===== src/rtl/mux_stream_sel.sv =====
// ---------------------------------------------------------------------------
// mux_stream_sel
//
// Purpose:
//    N-channel, W-bit stream selector with one registered output stage.
//    Each input channel has a valid/ready handshake. At most one channel is
//    forwarded per cycle into the output register. The channel is picked
//    either by a fixed select index or by round-robin arbitration. This
//    block sits between the pixel-source buffers and the filter datapath.
//
// Parameters:
//    WIDTH    - data width per channel in bits
//    CHANNELS - number of input channels (2..16)
//    SEL_W    - select / channel-index width, 2**SEL_W >= CHANNELS
//
// Ports:
//    clk        in   rising-edge clock
//    rst_n      in   asynchronous active-low reset
//    in_data    in   packed channel data, channel i at [i*WIDTH +: WIDTH]
//    in_valid   in   per-channel valid
//    in_ready   out  per-channel ready (combinational)
//    sel        in   channel index used in fixed mode
//    rr_mode    in   0 = fixed select, 1 = round-robin
//    out_data   out  registered selected data
//    out_chan   out  registered index of the channel held in out_data
//    out_valid  out  output register holds a word
//    out_ready  in   downstream accepts the word
//
// Optional feature (macro MUX_STREAM_CNT_EN):
//    cnt_clr    in   synchronous clear of xfer_cnt (wins over a handshake)
//    xfer_cnt   out  saturating 16-bit count of output handshakes
//    With the macro undefined neither port nor the counter exists.
// ---------------------------------------------------------------------------
module mux_stream_sel #(
   parameter int WIDTH    = 32,
   parameter int CHANNELS = 4,
   parameter int SEL_W    = 2
) (
   input  logic                      clk,
   input  logic                      rst_n,
   input  logic [CHANNELS*WIDTH-1:0] in_data,
   input  logic [CHANNELS-1:0]       in_valid,
   output logic [CHANNELS-1:0]       in_ready,
   input  logic [SEL_W-1:0]          sel,
   input  logic                      rr_mode,
   output logic [WIDTH-1:0]          out_data,
   output logic [SEL_W-1:0]          out_chan,
   output logic                      out_valid,
   input  logic                      out_ready
`ifdef MUX_STREAM_CNT_EN
   ,
   input  logic                      cnt_clr,
   output logic [15:0]               xfer_cnt
`endif
);

   typedef enum logic {
      EMPTY = 1'b0,
      FULL  = 1'b1
   } state_t;

   state_t             state_q,    state_d;
   logic [WIDTH-1:0]   out_data_q, out_data_d;
   logic [SEL_W-1:0]   out_chan_q, out_chan_d;
   logic [SEL_W-1:0]   rr_ptr_q,   rr_ptr_d;

   logic [SEL_W-1:0]   chosen;
   logic               chosen_ok;
   logic               can_load;
   logic               accept;
   logic [WIDTH-1:0]   chosen_data;

   assign out_valid = (state_q == FULL);
   assign out_data  = out_data_q;
   assign out_chan  = out_chan_q;

   // The output register can take a new word when it is empty or when the
   // word it holds leaves in this same cycle.
   assign can_load = !out_valid || out_ready;

   // Channel choice. Fixed mode takes sel as-is and flags an out-of-range
   // index as "no channel". Round-robin scans upward from rr_ptr and wraps:
   // the first pass covers rr_ptr..CHANNELS-1, the second pass 0..rr_ptr-1,
   // so the loop indices stay constant and no modulo arithmetic is needed.
   always_comb begin
      chosen    = '0;
      chosen_ok = 1'b0;
      if (!rr_mode) begin
         chosen    = sel;
         chosen_ok = (int'(sel) < CHANNELS);
      end else begin
         for (int i = 0; i < CHANNELS; i++) begin
            if (!chosen_ok && in_valid[i] && (i >= int'(rr_ptr_q))) begin
               chosen    = SEL_W'(i);
               chosen_ok = 1'b1;
            end
         end
         for (int i = 0; i < CHANNELS; i++) begin
            if (!chosen_ok && in_valid[i] && (i < int'(rr_ptr_q))) begin
               chosen    = SEL_W'(i);
               chosen_ok = 1'b1;
            end
         end
      end
   end

   // Ready goes only to the chosen channel and is forced low while reset is
   // asserted, because the empty output stage would otherwise advertise
   // space during reset.
   always_comb begin
      in_ready = '0;
      for (int i = 0; i < CHANNELS; i++) begin
         in_ready[i] = rst_n && can_load && chosen_ok && (int'(chosen) == i);
      end
   end

   // At most one ready bit is set, so the accept is simply any channel that
   // is both valid and ready.
   assign accept = |(in_valid & in_ready);

   // Data mux for the chosen channel; out-of-range indices match nothing and
   // leave zero, which is never loaded because accept is low then.
   always_comb begin
      chosen_data = '0;
      for (int i = 0; i < CHANNELS; i++) begin
         if (int'(chosen) == i) begin
            chosen_data = in_data[i*WIDTH +: WIDTH];
         end
      end
   end

   // Next-state logic for the output stage. A simultaneous accept and
   // downstream take keep the stage FULL, giving one word per cycle.
   always_comb begin
      state_d    = state_q;
      out_data_d = out_data_q;
      out_chan_d = out_chan_q;
      rr_ptr_d   = rr_ptr_q;

      case (state_q)
         EMPTY: begin
            if (accept) begin
               state_d = FULL;
            end
         end
         FULL: begin
            if (out_ready && !accept) begin
               state_d = EMPTY;
            end
         end
         default: begin
            state_d = EMPTY;
         end
      endcase

      if (accept) begin
         out_data_d = chosen_data;
         out_chan_d = chosen;
      end

      // Only round-robin transfers advance the pointer; fixed-mode traffic
      // leaves the arbitration history untouched.
      if (accept && rr_mode) begin
         if (chosen == SEL_W'(CHANNELS - 1)) begin
            rr_ptr_d = '0;
         end else begin
            rr_ptr_d = chosen + SEL_W'(1);
         end
      end
   end

   // Output stage and arbitration pointer registers.
   always_ff @(posedge clk or negedge rst_n) begin
      if (!rst_n) begin
         state_q    <= EMPTY;
         out_data_q <= '0;
         out_chan_q <= '0;
         rr_ptr_q   <= '0;
      end else begin
         state_q    <= state_d;
         out_data_q <= out_data_d;
         out_chan_q <= out_chan_d;
         rr_ptr_q   <= rr_ptr_d;
      end
   end

`ifdef MUX_STREAM_CNT_EN
   logic [15:0] xfer_cnt_q, xfer_cnt_d;
   logic        out_hs;

   assign out_hs   = out_valid && out_ready;
   assign xfer_cnt = xfer_cnt_q;

   // Handshake counter: clear has priority, otherwise count up and stick at
   // all-ones.
   always_comb begin
      xfer_cnt_d = xfer_cnt_q;
      if (cnt_clr) begin
         xfer_cnt_d = '0;
      end else if (out_hs && (xfer_cnt_q != 16'hFFFF)) begin
         xfer_cnt_d = xfer_cnt_q + 16'd1;
      end
   end

   // Counter register.
   always_ff @(posedge clk or negedge rst_n) begin
      if (!rst_n) begin
         xfer_cnt_q <= '0;
      end else begin
         xfer_cnt_q <= xfer_cnt_d;
      end
   end
`endif

endmodule


===== config.mk =====
export PLATFORM = sky130hd
export DESIGN_NAME = mux_stream_sel
export DESIGN_NICKNAME = d
export VERILOG_FILES = /design/src/rtl/mux_stream_sel.sv
export SDC_FILE = /design/constraint.sdc
export NUM_CORES = 1
export LEC_CHECK = 0
export ABC_AREA = 1
export CORE_ASPECT_RATIO = 2
export CORE_UTILIZATION = 37
export CTS_CLUSTER_SIZE = 8
export DETAILED_ROUTE_END_ITERATION = 8
export GPL_TIMING_DRIVEN = 0
export PLACE_DENSITY = 0.82
export SYNTH_ARGS = -nofsm -noshare
export SYNTH_HDL_FRONTEND = slang
export SYNTH_SLANG_ARGS = --single-unit

===== constraint.sdc =====
create_clock -name clk -period 3.5 [get_ports clk]
set_clock_uncertainty 0.1 [all_clocks]
set_input_delay 0.35 -clock clk [delete_from_list [all_inputs] [get_ports clk]]
set_output_delay 0.35 -clock clk [all_outputs]
set_load 0.02 [all_outputs]

== Yosys cells after proc, flatten, opt, wreduce, memory -nomap -nowiden ==
Index checks and enable logic that the tools add are counted.

* Flip-flop bits (word level): 37
* Bits of input ports: 138
* Output and inout port bits: 39
* Logic and storage cells: 77

* Add/subtract/negate cells: 1
* Order comparisons: 6
* Equality and inequality tests: 4
* Mux-type cells: 29
* Bitwise operators: 2
* Reductions and logical operators: 31

{| class="wikitable"
|+ Operator list
! cell !! number
|-
| $mux W32 || 4
|-
| $logic_and A1 B1 Y1 || 20
|-
| $mux W1 || 17
|-
| $mux W2 || 7
|-
| $logic_not A1 Y1 || 8
|-
| $eq A2 B2 Y1 const B || 3
|-
| $and A4 B4 Y4 || 1
|-
| $ge A1 B2 Y1 const A || 2
|-
| $lt A1 B2 Y1 const A || 2
|-
| $reduce_or A4 Y1 || 1
|-
| $add A2 B1 Y2 const B || 1
|-
| $eq A2 B1 Y1 const B || 1
|-
| $ge A2 B2 Y1 const A || 1
|-
| $logic_not A2 Y1 || 1
|-
| $lt A2 B2 Y1 const A || 1
|-
| $pmux W1 S2 || 1
|-
| $logic_or A1 B1 Y1 || 1
|-
| $not A1 Y1 || 1
|}

== Depth between registers and ports, before layout ==
Gate-level depths: netlist (run 1).

* Depth after elaboration: 41
* Gate-level depth with buffers: 18
* Gate-level depth less buffers: 16

== Least setup slack after synthesis (run 1) ==
OpenSTA, ideal clock, no wires.

* Path type: reg2reg
* From: register rr_ptr_q[1]
* To: register out_data_q[23] (netlist: out_data[23])
* Library setup time: 0.065 ns
* Arrival time: 2.421 ns
* Slack: 0.914 ns
* Cell stages (with the launch flop): 18
* Buffers on the path: 2
* Path through: dfrtp_1 -> nand2_1 -> nand2_1 -> nand2_2 -> o21ai_0 -> o21ai_0 -> o21ai_0 -> inv_1 -> ha_1 -> clkbuf_1 -> inv_1 -> clkbuf_1 -> nand3_1 -> nand2_1 -> o21ai_0 -> o21ai_0 -> nand2_1 -> nand2_1

* Cells in the longest elaborated chain, start to end: 38
* Elaborated cells between the ends (all ways): 60
* Classes of those cells: 6 x order compare; 3 x eq/ne; 25 x mux; 1 x bitwise; 25 x reduce/logical

{| class="wikitable"
|+ Ends and longest elaborated chain
! element !! line !! source
|-
| start, declared || 65 || <nowiki>logic [SEL_W-1:0] rr_ptr_q, rr_ptr_d;</nowiki>
|-
| start signal, assigned || 183 || <nowiki>rr_ptr_q <= rr_ptr_d;</nowiki>
|-
| $ge A1 B2 Y1 || 93 || <nowiki>if (!chosen_ok && in_valid[i] && (i >= int'(rr_ptr_q))) begin</nowiki>
|-
| $logic_and A1 B1 Y1 || 93 ||
|-
| $mux W1 || 93 ||
|-
| $mux W1 || 88 || <nowiki>if (!rr_mode) begin</nowiki>
|-
| $logic_not A1 Y1 || 93 ||
|-
| $logic_and A1 B1 Y1 (2 in series) || 93 ||
|-
| $mux W1 || 93 ||
|-
| $mux W1 || 88 ||
|-
| [... 18 more ...] || - ||
|-
| $mux W1 || 88 ||
|-
| $logic_not A1 Y1 || 99 || <nowiki>if (!chosen_ok && in_valid[i] && (i < int'(rr_ptr_q))) begin</nowiki>
|-
| $logic_and A1 B1 Y1 (2 in series) || 99 ||
|-
| $mux W2 (*) || 99 ||
|-
| $mux W2 (*) || 88 ||
|-
| net chosen[0] || 67 || <nowiki>logic [SEL_W-1:0] chosen;</nowiki>
|-
| $logic_not A2 Y1 || 113, 126 ||
|-
| $mux W32 (4 in series) || 126 || <nowiki>if (int'(chosen) == i) begin</nowiki>
|-
| end signal, assigned || 181 || <nowiki>out_data_q <= out_data_d;</nowiki>
|-
| end, declared || 63 || <nowiki>logic [WIDTH-1:0] out_data_q, out_data_d;</nowiki>
|}

The timed path passes the listed nets; every way through them passes the cells marked *. The select of a mux whose other input is x is not followed.
A chain may end at the register's enable or synchronous reset.

== Final worst setup path (run 1) ==
* From: input in_valid[1]
* To: output in_ready[2]

* Cells in the longest elaborated chain, start to end: 30
* Elaborated cells between the ends (all ways): 38
* Classes of those cells: 1 x eq/ne; 19 x mux; 18 x reduce/logical

{| class="wikitable"
|+ Ends and longest elaborated chain
! element !! line !! source
|-
| start, declared || 42 || <nowiki>input logic [CHANNELS-1:0] in_valid,</nowiki>
|-
| $logic_and A1 B1 Y1 (2 in series) || 93 ||
|-
| $mux W1 || 93 ||
|-
| $mux W1 || 88 ||
|-
| $logic_not A1 Y1 || 93 ||
|-
| $logic_and A1 B1 Y1 (2 in series) || 93 ||
|-
| $mux W1 || 93 ||
|-
| $mux W1 || 88 ||
|-
| $logic_not A1 Y1 || 93 ||
|-
| [... 12 more ...] || - ||
|-
| $mux W1 || 88 ||
|-
| $logic_not A1 Y1 || 99 ||
|-
| $logic_and A1 B1 Y1 (2 in series) || 99 ||
|-
| $mux W2 (*) || 99 ||
|-
| $mux W2 (*) || 88 ||
|-
| net chosen[1] || 67 ||
|-
| $eq A2 B2 Y1 (*) || 113 || <nowiki>in_ready[i] = rst_n && can_load && chosen_ok && (int'(chosen) == i);</nowiki>
|-
| $logic_and A1 B1 Y1 (*) || 113 ||
|-
| end, declared || 43 || <nowiki>output logic [CHANNELS-1:0] in_ready,</nowiki>
|}

Marked as above.

==> impl_table.tex, run 1 <==
\begin{tabular}{lr}
\hline
Metric & Value \\
\hline
\multicolumn{2}{l}{\textbf{Status}} \\
Status & finished, final reports clean \\
\multicolumn{2}{l}{\textbf{Worst setup path}} \\
Critical-path cell list & clkdlybuf4s50\_1 > nand2\_2 > nand2\_2 > nor2\_4 > nand3\_1 > nand3\_1 > o21a\_1 > ha\_2 > inv\_1 > nor2\_1 > clkdlybuf4s50\_1 \\
Slack of the worst reg-to-reg path & 0.57 ns \\
Peak per-stage delay on the critical path & 0.60 ns \\
Critical path peak fanout & 15 \\
Critical path type & in -> out \\
Crit Reg-Reg Startpoint & rr\_ptr\_q[1] \\
Reg2reg path depth & 16 \\
Data required time at the worst endpoint & 3.05 ns \\
Slowest-stage cell, CP & sky130\_fd\_sc\_hd\_\_clkdlybuf4s50\_1 \\
Setup crit start & in\_valid[1] \\
Endpoint of the worst-slack reg-to-reg timing path & out\_data[22] \\
CP Capture Point & in\_ready[2] \\
Startpoint type of the worst setup path & input port \\
Worst Path Arrival & 2.91 ns \\
CP endpoint kind & output pin \\
\multicolumn{2}{l}{\textbf{CTS}} \\
CTS H-tree depth & 2 \\
Worst-skew pair later-pin latency & 0.28 ns \\
Count of hold buffers inserted by post-cts repair & 0 \\
CTS tree & built \\
Deepest clock path buffer count & 2 \\
Number of clock sinks & 37 \\
Num CTS Buffers & 5 \\
CTS clk-pin slew, worst paths & 0.05 ns \\
Clock Tree Root & sky130\_fd\_sc\_hd\_\_clkbuf\_16 \\
Number of buffers inserted to repair setup after CTS & 0 \\
\multicolumn{2}{l}{\textbf{Detailed routing}} \\
Count of nets left with antenna violations after detail routing & 0 \\
Via count of the routed design & 3,705 \\
Iter 0 DRT Violations & 266 \\
Via-per-instance ratio & 5.32 \\
DRC violations left & 0 \\
Number of detailed-routing iterations run before antenna repair & 6 \\
Wire length after detailed routing & 10,800 µm \\
Routed wire per std cell & 15.6 µm \\
\multicolumn{2}{l}{\textbf{Synth}} \\
Cell taking the most area after synthesis & sky130\_fd\_sc\_hd\_\_dfrtp\_1 \\
\#FFs+latches synth & 37 \\
Dominant cell by count in the synthesized netlist & sky130\_fd\_sc\_hd\_\_nand2\_1 \\
Area share of the leading cell type in the synthesized netlist & 33.7\% \\
Top cells by instance count after synthesis & 145 x sky130\_fd\_sc\_hd\_\_nand2\_1, 72 x sky130\_fd\_sc\_hd\_\_nand3\_1, 59 x sky130\_fd\_sc\_hd\_\_o21ai\_0, 37 x sky130\_fd\_sc\_hd\_\_dfrtp\_1, 32 x sky130\_fd\_sc\_hd\_\_a21oi\_1 \\
Proportion of synthesized chip area in sequential cells & 33.7\% \\
Cell Area, Synth & 2740 µm² \\
Synthesis warning total & 0 \\
Unique masters post-synth & 23 \\
Count of flip-flops with a built-in enable after synthesis & 0 \\
Synthesized instance count & 427 \\
Average instance area after synthesis & 6.43 µm² \\
Post-synth ARST share & 100\% \\
Number of nets in the synthesized netlist & 569 \\
Leading post-synthesis cells by cell area & sky130\_fd\_sc\_hd\_\_dfrtp\_1 34\%, sky130\_fd\_sc\_hd\_\_nand2\_1 20\%, sky130\_fd\_sc\_hd\_\_nand3\_1 13\% \\
Top flip-flop cell by instance count after synthesis & sky130\_fd\_sc\_hd\_\_dfrtp\_1 \\
\multicolumn{2}{l}{\textbf{Floorplan}} \\
I/O pin count & 177 \\
Die area & 7780 µm² \\
Die width & 62.9 µm \\
Number of core rows & 44 \\
DIE HEIGHT & 124 µm \\
Core box area & 7210 µm² \\
Effective utilization at floorplan & 38.0\% \\
\multicolumn{2}{l}{\textbf{GRT}} \\
Met3 layer usage reported by global route & 4.40\% \\
Most utilized layer in the global route result & met2 \\
GRT Util Overall & 27.9\% \\
Pin count of the biggest net entering global routing & 39 \\
Wire length of the first global-routing pass & 16,900 µm \\
Antenna violations before repair & 0 \\
Met1 Usage GRT & 27.6\% \\
Gr ovfl total & 0 \\
Met2 GRT Util & 52.6\% \\
Number of global-route vias before repair & 3,700 \\
\multicolumn{2}{l}{\textbf{Finish}} \\
Number of filler cells placed in the layout & 641 \\
Antenna diode instance count & 0 \\
Net count reported at finish & 746 \\
Area growth from synthesis to layout & 74.2\% \\
Share of post-route cells with drive strength above 1 & 5.30\% \\
\multicolumn{2}{l}{\textbf{Power}} \\
Leakage & 2.14 nW \\
Power density cells & 621 nW/µm² \\
Worst vdd ir & 0.314 mV \\
Power Total & 2.97 mW \\
\multicolumn{2}{l}{\textbf{STA}} \\
Number of endpoints with negative hold slack in the final report & 0 \\
Unrepaired setup endpoints after global routing & yes \\
Minimum clock period & 3.36 ns \\
Setup Total Neg Slack & 0 ns \\
Setup-violating endpoint count in the final report & 0 \\
Final count of pins violating max slew & 0 \\
Part of the cycle the worst path needs & 96.0\% \\
Max transition margin & 43.5\% \\
Peak clock frequency supported by timing & 298 MHz \\
Slew @ Worst Pin & 0.848 ns \\
\multicolumn{2}{l}{\textbf{Place}} \\
\# port buffers & 176 \\
DP HPWL & 8570 µm \\
Placer congestion estimate & 0.871 \\
\multicolumn{2}{l}{\textbf{Hold path}} \\
Type of the tightest min-delay check & in -> async \\
\multicolumn{2}{l}{\textbf{Job}} \\
Max capacitance violation total & 0 \\
\hline
\end{tabular}
[how the worst min path moves through the flow]
stage	from	to	slack (ns)	depth (start not counted)
floorplan	rst_n	out_chan[0]	-0.05	0
global placement	out_data[31]	out_data[31]	0.39	2
detailed placement	out_data[12]	out_data[12]	0.39	2
CTS	rst_n	out_data[24]	0.09	1
global route	rst_n	out_data[24]	0.14	1
finish	rst_n	out_data[24]	0.08	1
[cell type report]
cell class	count	area [µm²]	area share (%)
plain buffers	28	155	3.25
inverters	15	58.8	1.23
repair buffers	176	1760	36.9
well taps	92	115	2.41
multi-input cells	341	1620	33.9
clock buffers	7	143	2.98
flip-flops and latches	37	926	19.4
[timing repair]
| item | in CTS | in global routing |
|---|---|---|
| resized for setup | 9 | 5 |
| endpoints found under the setup margin | 5 | 4 |
| endpoints found under the hold margin | 0 | 0 |
[cell families (layout without fill, tap and decap cells)]
logic type,Yosys count,in the layout,share of synthesized area [%]
AOI/OAI and AO/OA,104,104,19.3
and+or+nand+nor,233,233,36.7
DFF,37,37,33.7
buffers and inverters,49,226,8.44
adders and majority gates,4,4,1.82
[layout by cell type, fill, tap and decap left out, types with 2 or more instances in the layout]
cell,instances
sky130_fd_sc_hd__buf_4,6
sky130_fd_sc_hd__clkinv_2,2
sky130_fd_sc_hd__o21ai_1,9
sky130_fd_sc_hd__dlymetal6s2s_1,2
sky130_fd_sc_hd__nand2_2,3
sky130_fd_sc_hd__nand3_1,72
sky130_fd_sc_hd__ha_4,2
sky130_fd_sc_hd__o21a_1,2
sky130_fd_sc_hd__clkbuf_1,17
sky130_fd_sc_hd__inv_1,13
sky130_fd_sc_hd__clkbuf_16,5
sky130_fd_sc_hd__o21ai_0,58
sky130_fd_sc_hd__clkdlybuf4s50_1,173
sky130_fd_sc_hd__dfrtp_1,37
sky130_fd_sc_hd__a21oi_1,32
sky130_fd_sc_hd__nor2_1,5
sky130_fd_sc_hd__ha_2,2
sky130_fd_sc_hd__nand2_1,145
sky130_fd_sc_hd__buf_6,3
sky130_fd_sc_hd__nand4_1,4
[state kept, by name, summed over array words and instances (netlist names)]
name and flops:
out_valid 1, out_data 32, rr_ptr_q 2, out_chan 2
[power by group]
group / internal, mW / switching (mW) / total [mW]
logic: 0.793 / 0.963 / 1.76
clock network: 0.279 / 0.160 / 0.439
registers: 0.638 / 0.137 / 0.774
[per-layer routing]
layer / part of all wire, % / routed length, µm / vias to the layer above
met1: 36 / 3870 / 1703
met2: 54 / 5880 / 188
met5: 0 / 0 / -
li1: - / - / 1778
met3: 5.2 / 564 / 36
met4: 4.9 / 534 / 0
[through the flow]
step | instances | hold slack, ns | cell area, µm² | worst slack, ns | utilization, %
floorplan | 427 | -0.0456 | 2740 | 0.914 | -
global placement | 695 | 0.394 | 4620 | -0.453 | 64.1
detailed placement | 695 | 0.395 | 4620 | -0.535 | 64.0
CTS | 697 | 0.0946 | 4770 | 0.0659 | 66.1
global route | 696 | 0.143 | 4780 | -0.0426 | 66.3
finish | 696 | 0.0751 | 4780 | 0.140 | 66.3
[worst max-delay path: cells and delay by family]
| kind | cells | cell delay [ns] |
|---|---|---|
| fa+ha+maj | 1 | 0.31 |
| compound gates | 1 | 0.24 |
| buf+inv | 3 | 1.34 |
| simple gates | 6 | 0.65 |
Power figures use the tool's default switching activity.
==> run 2: changes to the inputs <==
--- a/config.mk
+++ b/config.mk
@@ -12,6 +12,7 @@
 export DETAILED_ROUTE_END_ITERATION = 8
 export GPL_TIMING_DRIVEN = 0
 export PLACE_DENSITY = 0.82
+export RECOVER_POWER = 50
 export SYNTH_ARGS = -nofsm -noshare
 export SYNTH_HDL_FRONTEND = slang
 export SYNTH_SLANG_ARGS = --single-unit
==> impl_table.tex, run 2 (synthesis results as in run 1) <==
\begin{tabular}{lr}
\hline
Metric & Value \\
\hline
\multicolumn{2}{l}{\textbf{Status}} \\
Status & finished, final reports clean \\
\multicolumn{2}{l}{\textbf{Floorplan}} \\
Die width & 62.9 µm (unchanged) \\
Core box area & 7210 µm² (unchanged) \\
Die area & 7780 µm² (unchanged) \\
I/O pin count & 177 (unchanged) \\
Effective utilization at floorplan & 38.0\% (unchanged) \\
DIE HEIGHT & 124 µm (unchanged) \\
Number of core rows & 44 (unchanged) \\
\multicolumn{2}{l}{\textbf{Finish}} \\
FF+latch area & 926 µm² (unchanged) \\
Share of post-route cells with drive strength above 1 & 5.30\% (unchanged) \\
Antenna diode instance count & 0 (unchanged) \\
Number of filler cells placed in the layout & 641 (unchanged) \\
Number of flip-flops under the largest register name & 32 (unchanged) \\
Area of the multi-input gates & 1620 µm² (unchanged) \\
Most common cell after layout, fill and taps aside & sky130\_fd\_sc\_hd\_\_clkdlybuf4s50\_1 \\
Area growth from synthesis to layout & 74.2\% (unchanged) \\
Net count reported at finish & 746 (unchanged) \\
Leading cell types in the layout, fill and taps excluded & 154 x sky130\_fd\_sc\_hd\_\_clkdlybuf4s50\_1, 145 x sky130\_fd\_sc\_hd\_\_nand2\_1, 72 x sky130\_fd\_sc\_hd\_\_nand3\_1, 58 x sky130\_fd\_sc\_hd\_\_o21ai\_0, 37 x sky130\_fd\_sc\_hd\_\_dfrtp\_1 \\
Post-route cell area & 4780 µm² (unchanged) \\
\multicolumn{2}{l}{\textbf{Worst setup path}} \\
Slowest-stage cell, CP & sky130\_fd\_sc\_hd\_\_clkdlybuf4s50\_1 \\
Slack of the worst reg-to-reg path & 0.58 ns (about the same) \\
Endpoint of the worst-slack reg-to-reg timing path & out\_data[22] \\
Critical path peak fanout & 15 (unchanged) \\
Data required time at the worst endpoint & 3.05 ns (about the same) \\
Peak per-stage delay on the critical path & 0.60 ns (about the same) \\
Crit Reg-Reg Startpoint & rr\_ptr\_q[1] \\
Crit path max-delay family & buffers and inverters \\
Critical-path cell list & clkdlybuf4s50\_1 > nand2\_2 > nand2\_2 > nor2\_4 > nand3\_1 > nand3\_1 > o21a\_1 > ha\_2 > inv\_1 > nor2\_1 > clkdlybuf4s50\_1 \\
Worst Path Arrival & 2.92 ns (about the same) \\
Worst path buffer plus inverter count & 3 (unchanged) \\
Reg2reg path depth & 16 (unchanged) \\
Critical path type & in -> out \\
CP endpoint kind & output pin \\
Startpoint type of the worst setup path & input port \\
\multicolumn{2}{l}{\textbf{Power}} \\
Leakage & 2.17 nW (+1.5\%) \\
Power Total & 2.93 mW (-1.5\%) \\
Worst vdd ir & 0.315 mV (+0.22\%) \\
Power density cells & 612 nW/µm² (-1.5\%) \\
\multicolumn{2}{l}{\textbf{Detailed routing}} \\
Count of nets left with antenna violations after detail routing & 0 (unchanged) \\
Routed wire per std cell & 15.6 µm (about the same) \\
DRC violations left & 0 (unchanged) \\
Via count of the routed design & 3,692 (-0.35\%) \\
Iter 0 DRT Violations & 260 (-2.3\%) \\
Wire length after detailed routing & 10,800 µm (about the same) \\
Number of detailed-routing iterations run before antenna repair & 4 (-2) \\
Via-per-instance ratio & 5.30 (-0.35\%) \\
\multicolumn{2}{l}{\textbf{GRT}} \\
Gr ovfl total & 0 (unchanged) \\
Wire length of the first global-routing pass & 16,900 µm (unchanged) \\
Antenna violations before repair & 0 (unchanged) \\
GRT Util Overall & 27.9\% (unchanged) \\
Pin count of the biggest net entering global routing & 39 (unchanged) \\
Number of global-route vias before repair & 3,700 (unchanged) \\
\multicolumn{2}{l}{\textbf{Place}} \\
DP HPWL & 8570 µm (unchanged) \\
Placer congestion estimate & 0.871 (unchanged) \\
\# port buffers & 176 (unchanged) \\
Placed standard-cell area & 4620 µm² (unchanged) \\
\multicolumn{2}{l}{\textbf{CTS}} \\
CTS tree & built \\
CTS clk-pin slew, worst paths & 0.05 ns (about the same) \\
Clock Tree Root & sky130\_fd\_sc\_hd\_\_clkbuf\_16 \\
CTS H-tree depth & 2 (unchanged) \\
Number of clock sinks & 37 (unchanged) \\
Worst-skew pair later-pin latency & 0.28 ns (about the same) \\
Deepest clock path buffer count & 2 (unchanged) \\
Num CTS Buffers & 5 (unchanged) \\
\multicolumn{2}{l}{\textbf{STA}} \\
Minimum clock period & 3.37 ns (+0.0132 ns) \\
Unrepaired setup endpoints after global routing & yes \\
Setup-violating endpoint count in the final report & 0 (unchanged) \\
Max transition margin & 43.7\% (+0.24 points) \\
Final count of pins violating max slew & 0 (unchanged) \\
Slew @ Worst Pin & 0.844 ns (-0.00353 ns) \\
Peak clock frequency supported by timing & 296 MHz (-0.39\%) \\
Part of the cycle the worst path needs & 96.4\% (+0.38 points) \\
Number of endpoints with negative hold slack in the final report & 0 (unchanged) \\
\multicolumn{2}{l}{\textbf{Job}} \\
Max capacitance violation total & 0 (unchanged) \\
\multicolumn{2}{l}{\textbf{Hold path}} \\
Type of the tightest min-delay check & in -> async \\
\hline
\end{tabular}
[run 2: cell types whose count changed in the layout (fill, tap and decap cells not counted)]
cell	change
sky130_fd_sc_hd__clkdlybuf4s50_1	-19
sky130_fd_sc_hd__dlygate4sd3_1	+19
[run 2: repair_timing]
item | 4_1_cts | 5_1_grt
setup buffers | 0 | 0
gates resized for setup | 9 | 5
endpoints found under the setup margin | 5 | 4
pin swaps | 0 | 0
cloned | 0 | 0
hold buffers | 0 | 0
[run 2: worst reg2reg max path, delay by kind of cell (launching register included)]
family                   cells  cell delay, ns
AO/OA/AOI/OAI                5            0.79
buffers and inverters        3            0.72
AND/OR/NAND/NOR              7            0.62
flip-flops                   1            0.40
adder cells (fa/ha/maj)      1            0.23
[run 2: how the worst max path moves through the flow]
stage,depth (start not counted),slack [ns],start,endpoint
global route,10,-0.04,in_valid[2],in_ready[2]
detailed placement,13,-0.53,in_valid[1],in_ready[1]
finish,11,0.13,in_valid[1],in_ready[2]
CTS,12,0.07,in_valid[1],in_ready[2]
floorplan,17,0.91,rr_ptr_q[1],out_data[23]
global placement,13,-0.45,in_valid[2],in_ready[1]
[run 2: final cells by class]
class	instances	area share (%)
Sequential cell	37	19.4
Multi-Input combinational cell	341	33.9
Timing Repair Buffer	176	36.9
Inverter	15	1.23
Tap cell	92	2.41
Clock buffer	7	2.98
Buffer	28	3.25
[run 2: layer usage]
layer / routed length (µm) / vias up / global-route usage (%)
li1: - / 1778 / -
met1: 3860 / 1683 / 27.6
met2: 5870 / 193 / 52.6
met3: 582 / 38 / 4.40
met4: 532 / 0 / 18.5
met5: 0 / - / 0
[run 2: power breakdown]
group / total [mW] / internal, mW / switching [mW]
registers: 0.768 / 0.637 / 0.131
logic: 1.72 / 0.755 / 0.965
clock network: 0.439 / 0.279 / 0.159
[run 2: per-stage QoR]
stage | hold WS, ns | setup slack [ns] | TNS (ns) | cells | util [%]
2_1_floorplan | -0.0456 | 0.914 | 0 | 427 | -
3_3_place_gp | 0.394 | -0.453 | -3.27 | 695 | 64.1
3_5_place_dp | 0.395 | -0.535 | -6.24 | 695 | 64.0
4_1_cts | 0.0946 | 0.0659 | 0 | 697 | 66.1
5_1_grt | 0.143 | -0.0426 | -0.0426 | 696 | 66.3
6_report | 0.0739 | 0.127 | 0 | 696 | 66.3
==> run 3: changes to the inputs <==
--- a/config.mk
+++ b/config.mk
@@ -13,6 +13,7 @@
 export GPL_TIMING_DRIVEN = 0
 export PLACE_DENSITY = 0.82
 export RECOVER_POWER = 50
+export SKIP_LAST_GASP = 1
 export SYNTH_ARGS = -nofsm -noshare
 export SYNTH_HDL_FRONTEND = slang
 export SYNTH_SLANG_ARGS = --single-unit
==> impl_table.tex, run 3 (synthesis results as in run 1) <==
\begin{tabular}{lr}
\hline
Metric & Value \\
\hline
\multicolumn{2}{l}{\textbf{CTS}} \\
Deepest clock path buffer count & 2 (unchanged) \\
CTS H-tree depth & 2 (unchanged) \\
CTS clk-pin slew, worst paths & 0.05 ns (about the same) \\
Worst-skew pair later-pin latency & 0.28 ns (about the same) \\
CTS tree & built \\
Num CTS Buffers & 5 (unchanged) \\
Clock Tree Root & sky130\_fd\_sc\_hd\_\_clkbuf\_16 \\
Number of clock sinks & 37 (unchanged) \\
Count of hold buffers inserted by post-cts repair & 0 (unchanged) \\
\multicolumn{2}{l}{\textbf{STA}} \\
Setup-violating endpoint count in the final report & 0 (unchanged) \\
Part of the cycle the worst path needs & 97.6\% (+1.2 points) \\
Final count of pins violating max slew & 0 (unchanged) \\
Peak clock frequency supported by timing & 293 MHz (-1.3\%) \\
Setup Total Neg Slack & 0 ns (unchanged) \\
Slew @ Worst Pin & 0.842 ns (-0.00197 ns) \\
Worst hold-check slack & 0.0714 ns (-0.00244 ns) \\
Number of endpoints with negative hold slack in the final report & 0 (unchanged) \\
Unrepaired setup endpoints after global routing & yes \\
Final setup margin & 0.0836 ns (-0.0433 ns) \\
Max transition margin & 43.9\% (+0.13 points) \\
Minimum clock period & 3.42 ns (+0.0433 ns) \\
\multicolumn{2}{l}{\textbf{Finish}} \\
Fin util & 66.5\% (+0.23 points) \\
Number of filler cells placed in the layout & 641 (unchanged) \\
Number of flip-flops under the largest register name & 32 (unchanged) \\
Net count reported at finish & 748 (+0.27\%) \\
Share of post-route cells with drive strength above 1 & 5.78\% (+0.48 points) \\
Area growth from synthesis to layout & 74.8\% \\
Antenna diode instance count & 0 (unchanged) \\
Leading cell types in the layout, fill and taps excluded & 155 x sky130\_fd\_sc\_hd\_\_clkdlybuf4s50\_1, 145 x sky130\_fd\_sc\_hd\_\_nand2\_1, 72 x sky130\_fd\_sc\_hd\_\_nand3\_1, 58 x sky130\_fd\_sc\_hd\_\_o21ai\_0, 37 x sky130\_fd\_sc\_hd\_\_dfrtp\_1 \\
Final std cells w/o fill & 698 (+0.29\%) \\
Most common cell after layout, fill and taps aside & sky130\_fd\_sc\_hd\_\_clkdlybuf4s50\_1 \\
Post-route cell area & 4800 µm² (+0.34\%) \\
\multicolumn{2}{l}{\textbf{Power}} \\
Worst vdd ir & 0.315 mV (about the same) \\
Power density cells & 612 nW/µm² (about the same) \\
Power Total & 2.93 mW (+0.27\%) \\
Leakage & 2.16 nW (-0.49\%) \\
\multicolumn{2}{l}{\textbf{Place}} \\
Setup WS pre-CTS & -0.535 ns (unchanged) \\
DP HPWL & 8570 µm (unchanged) \\
Placed standard-cell area & 4620 µm² (unchanged) \\
\# port buffers & 176 (unchanged) \\
Cell count after placement & 695 (unchanged) \\
Placer congestion estimate & 0.871 (unchanged) \\
\multicolumn{2}{l}{\textbf{Floorplan}} \\
Core box area & 7210 µm² (unchanged) \\
Die area & 7780 µm² (unchanged) \\
I/O pin count & 177 (unchanged) \\
DIE HEIGHT & 124 µm (unchanged) \\
Effective utilization at floorplan & 38.0\% (unchanged) \\
Die width & 62.9 µm (unchanged) \\
Number of core rows & 44 (unchanged) \\
\multicolumn{2}{l}{\textbf{Worst setup path}} \\
Worst Path Arrival & 2.97 ns (+0.05 ns) \\
Reg2reg path depth & 16 (unchanged) \\
Data required time at the worst endpoint & 3.05 ns (about the same) \\
Critical path peak fanout & 10 (-5) \\
Startpoint type of the worst setup path & input port \\
CP endpoint kind & output pin \\
Critical path type & in -> out \\
\multicolumn{2}{l}{\textbf{Detailed routing}} \\
Wire length after detailed routing & 10,800 µm (about the same) \\
Routed wire per std cell & 15.5 µm (-0.36\%) \\
Via-per-instance ratio & 5.26 (-0.80\%) \\
DRC violations left & 0 (unchanged) \\
Via count of the routed design & 3,673 (-0.51\%) \\
Iter 0 DRT Violations & 266 (+2.3\%) \\
Number of detailed-routing iterations run before antenna repair & 7 (+3) \\
Count of nets left with antenna violations after detail routing & 0 (unchanged) \\
\multicolumn{2}{l}{\textbf{GRT}} \\
Wire length of the first global-routing pass & 16,900 µm (about the same) \\
Pin count of the biggest net entering global routing & 39 (unchanged) \\
Antenna violations before repair & 0 (unchanged) \\
Number of global-route vias before repair & 3,695 (-0.14\%) \\
GRT Util Overall & 27.9\% (about the same) \\
Gr ovfl total & 0 (unchanged) \\
\multicolumn{2}{l}{\textbf{Job}} \\
Max capacitance violation total & 0 (unchanged) \\
\multicolumn{2}{l}{\textbf{Hold path}} \\
Type of the tightest min-delay check & in -> async \\
\multicolumn{2}{l}{\textbf{Status}} \\
Status & finished, final reports clean \\
\hline
\end{tabular}
## run 3: critical path, cell delays in order
cell                              delay, ns
sky130_fd_sc_hd__clkdlybuf4s50_1       0.55
sky130_fd_sc_hd__nand2_1               0.11
sky130_fd_sc_hd__nand2_2               0.11
sky130_fd_sc_hd__nor2_4                0.05
sky130_fd_sc_hd__nand3_1               0.06
sky130_fd_sc_hd__nand3_1               0.07
sky130_fd_sc_hd__o21a_1                0.18
sky130_fd_sc_hd__inv_1                 0.14
sky130_fd_sc_hd__ha_2                  0.30
sky130_fd_sc_hd__clkbuf_4              0.26
sky130_fd_sc_hd__inv_1                 0.05
sky130_fd_sc_hd__nor2_1                0.11
sky130_fd_sc_hd__clkdlybuf4s50_1       0.61
## run 3: cell type report
cell class	count	area, µm²	share of cell area [%]
inverters	15	62.6	1.30
repair buffers	178	1770	37.0
flip-flops and latches	37	926	19.3
plain buffers	28	155	3.24
multi-input cells	341	1620	33.8
well taps	92	115	2.40
clock buffers	7	143	2.97
## run 3: what timing repair did
item / in CTS / in global routing
gates resized for setup: 8 / 6
buffers inserted: 0 / 2
endpoints found under the setup margin: 5 / 4
## run 3: worst paths after layout
path                                   start           end  slack, ns
worst min register to register  out_data[12]  out_data[12]       0.41
worst max-delay path             in_valid[2]   in_ready[0]       0.08
worst min-delay path                   rst_n  out_data[24]       0.07
max in group asynchronous              rst_n   rr_ptr_q[1]       2.70
min in group clk                out_data[12]  out_data[12]       0.41
worst max register to register   rr_ptr_q[1]  out_data[22]       0.59
## run 3: power breakdown
| group | switching (mW) | leakage [nW] | internal [mW] |
|---|---|---|---|
| combinational | 0.965 | 1.62 | 0.762 |
| sequential | 0.131 | 0.471 | 0.637 |
| clock | 0.161 | 0.0700 | 0.279 |
## run 3: per-layer routing
layer / wire, µm / track usage, %
met2: 5930 / 52.7
met1: 3800 / 27.6
met5: 0 / 0
met4: 516 / 18.0
met3: 589 / 4.30
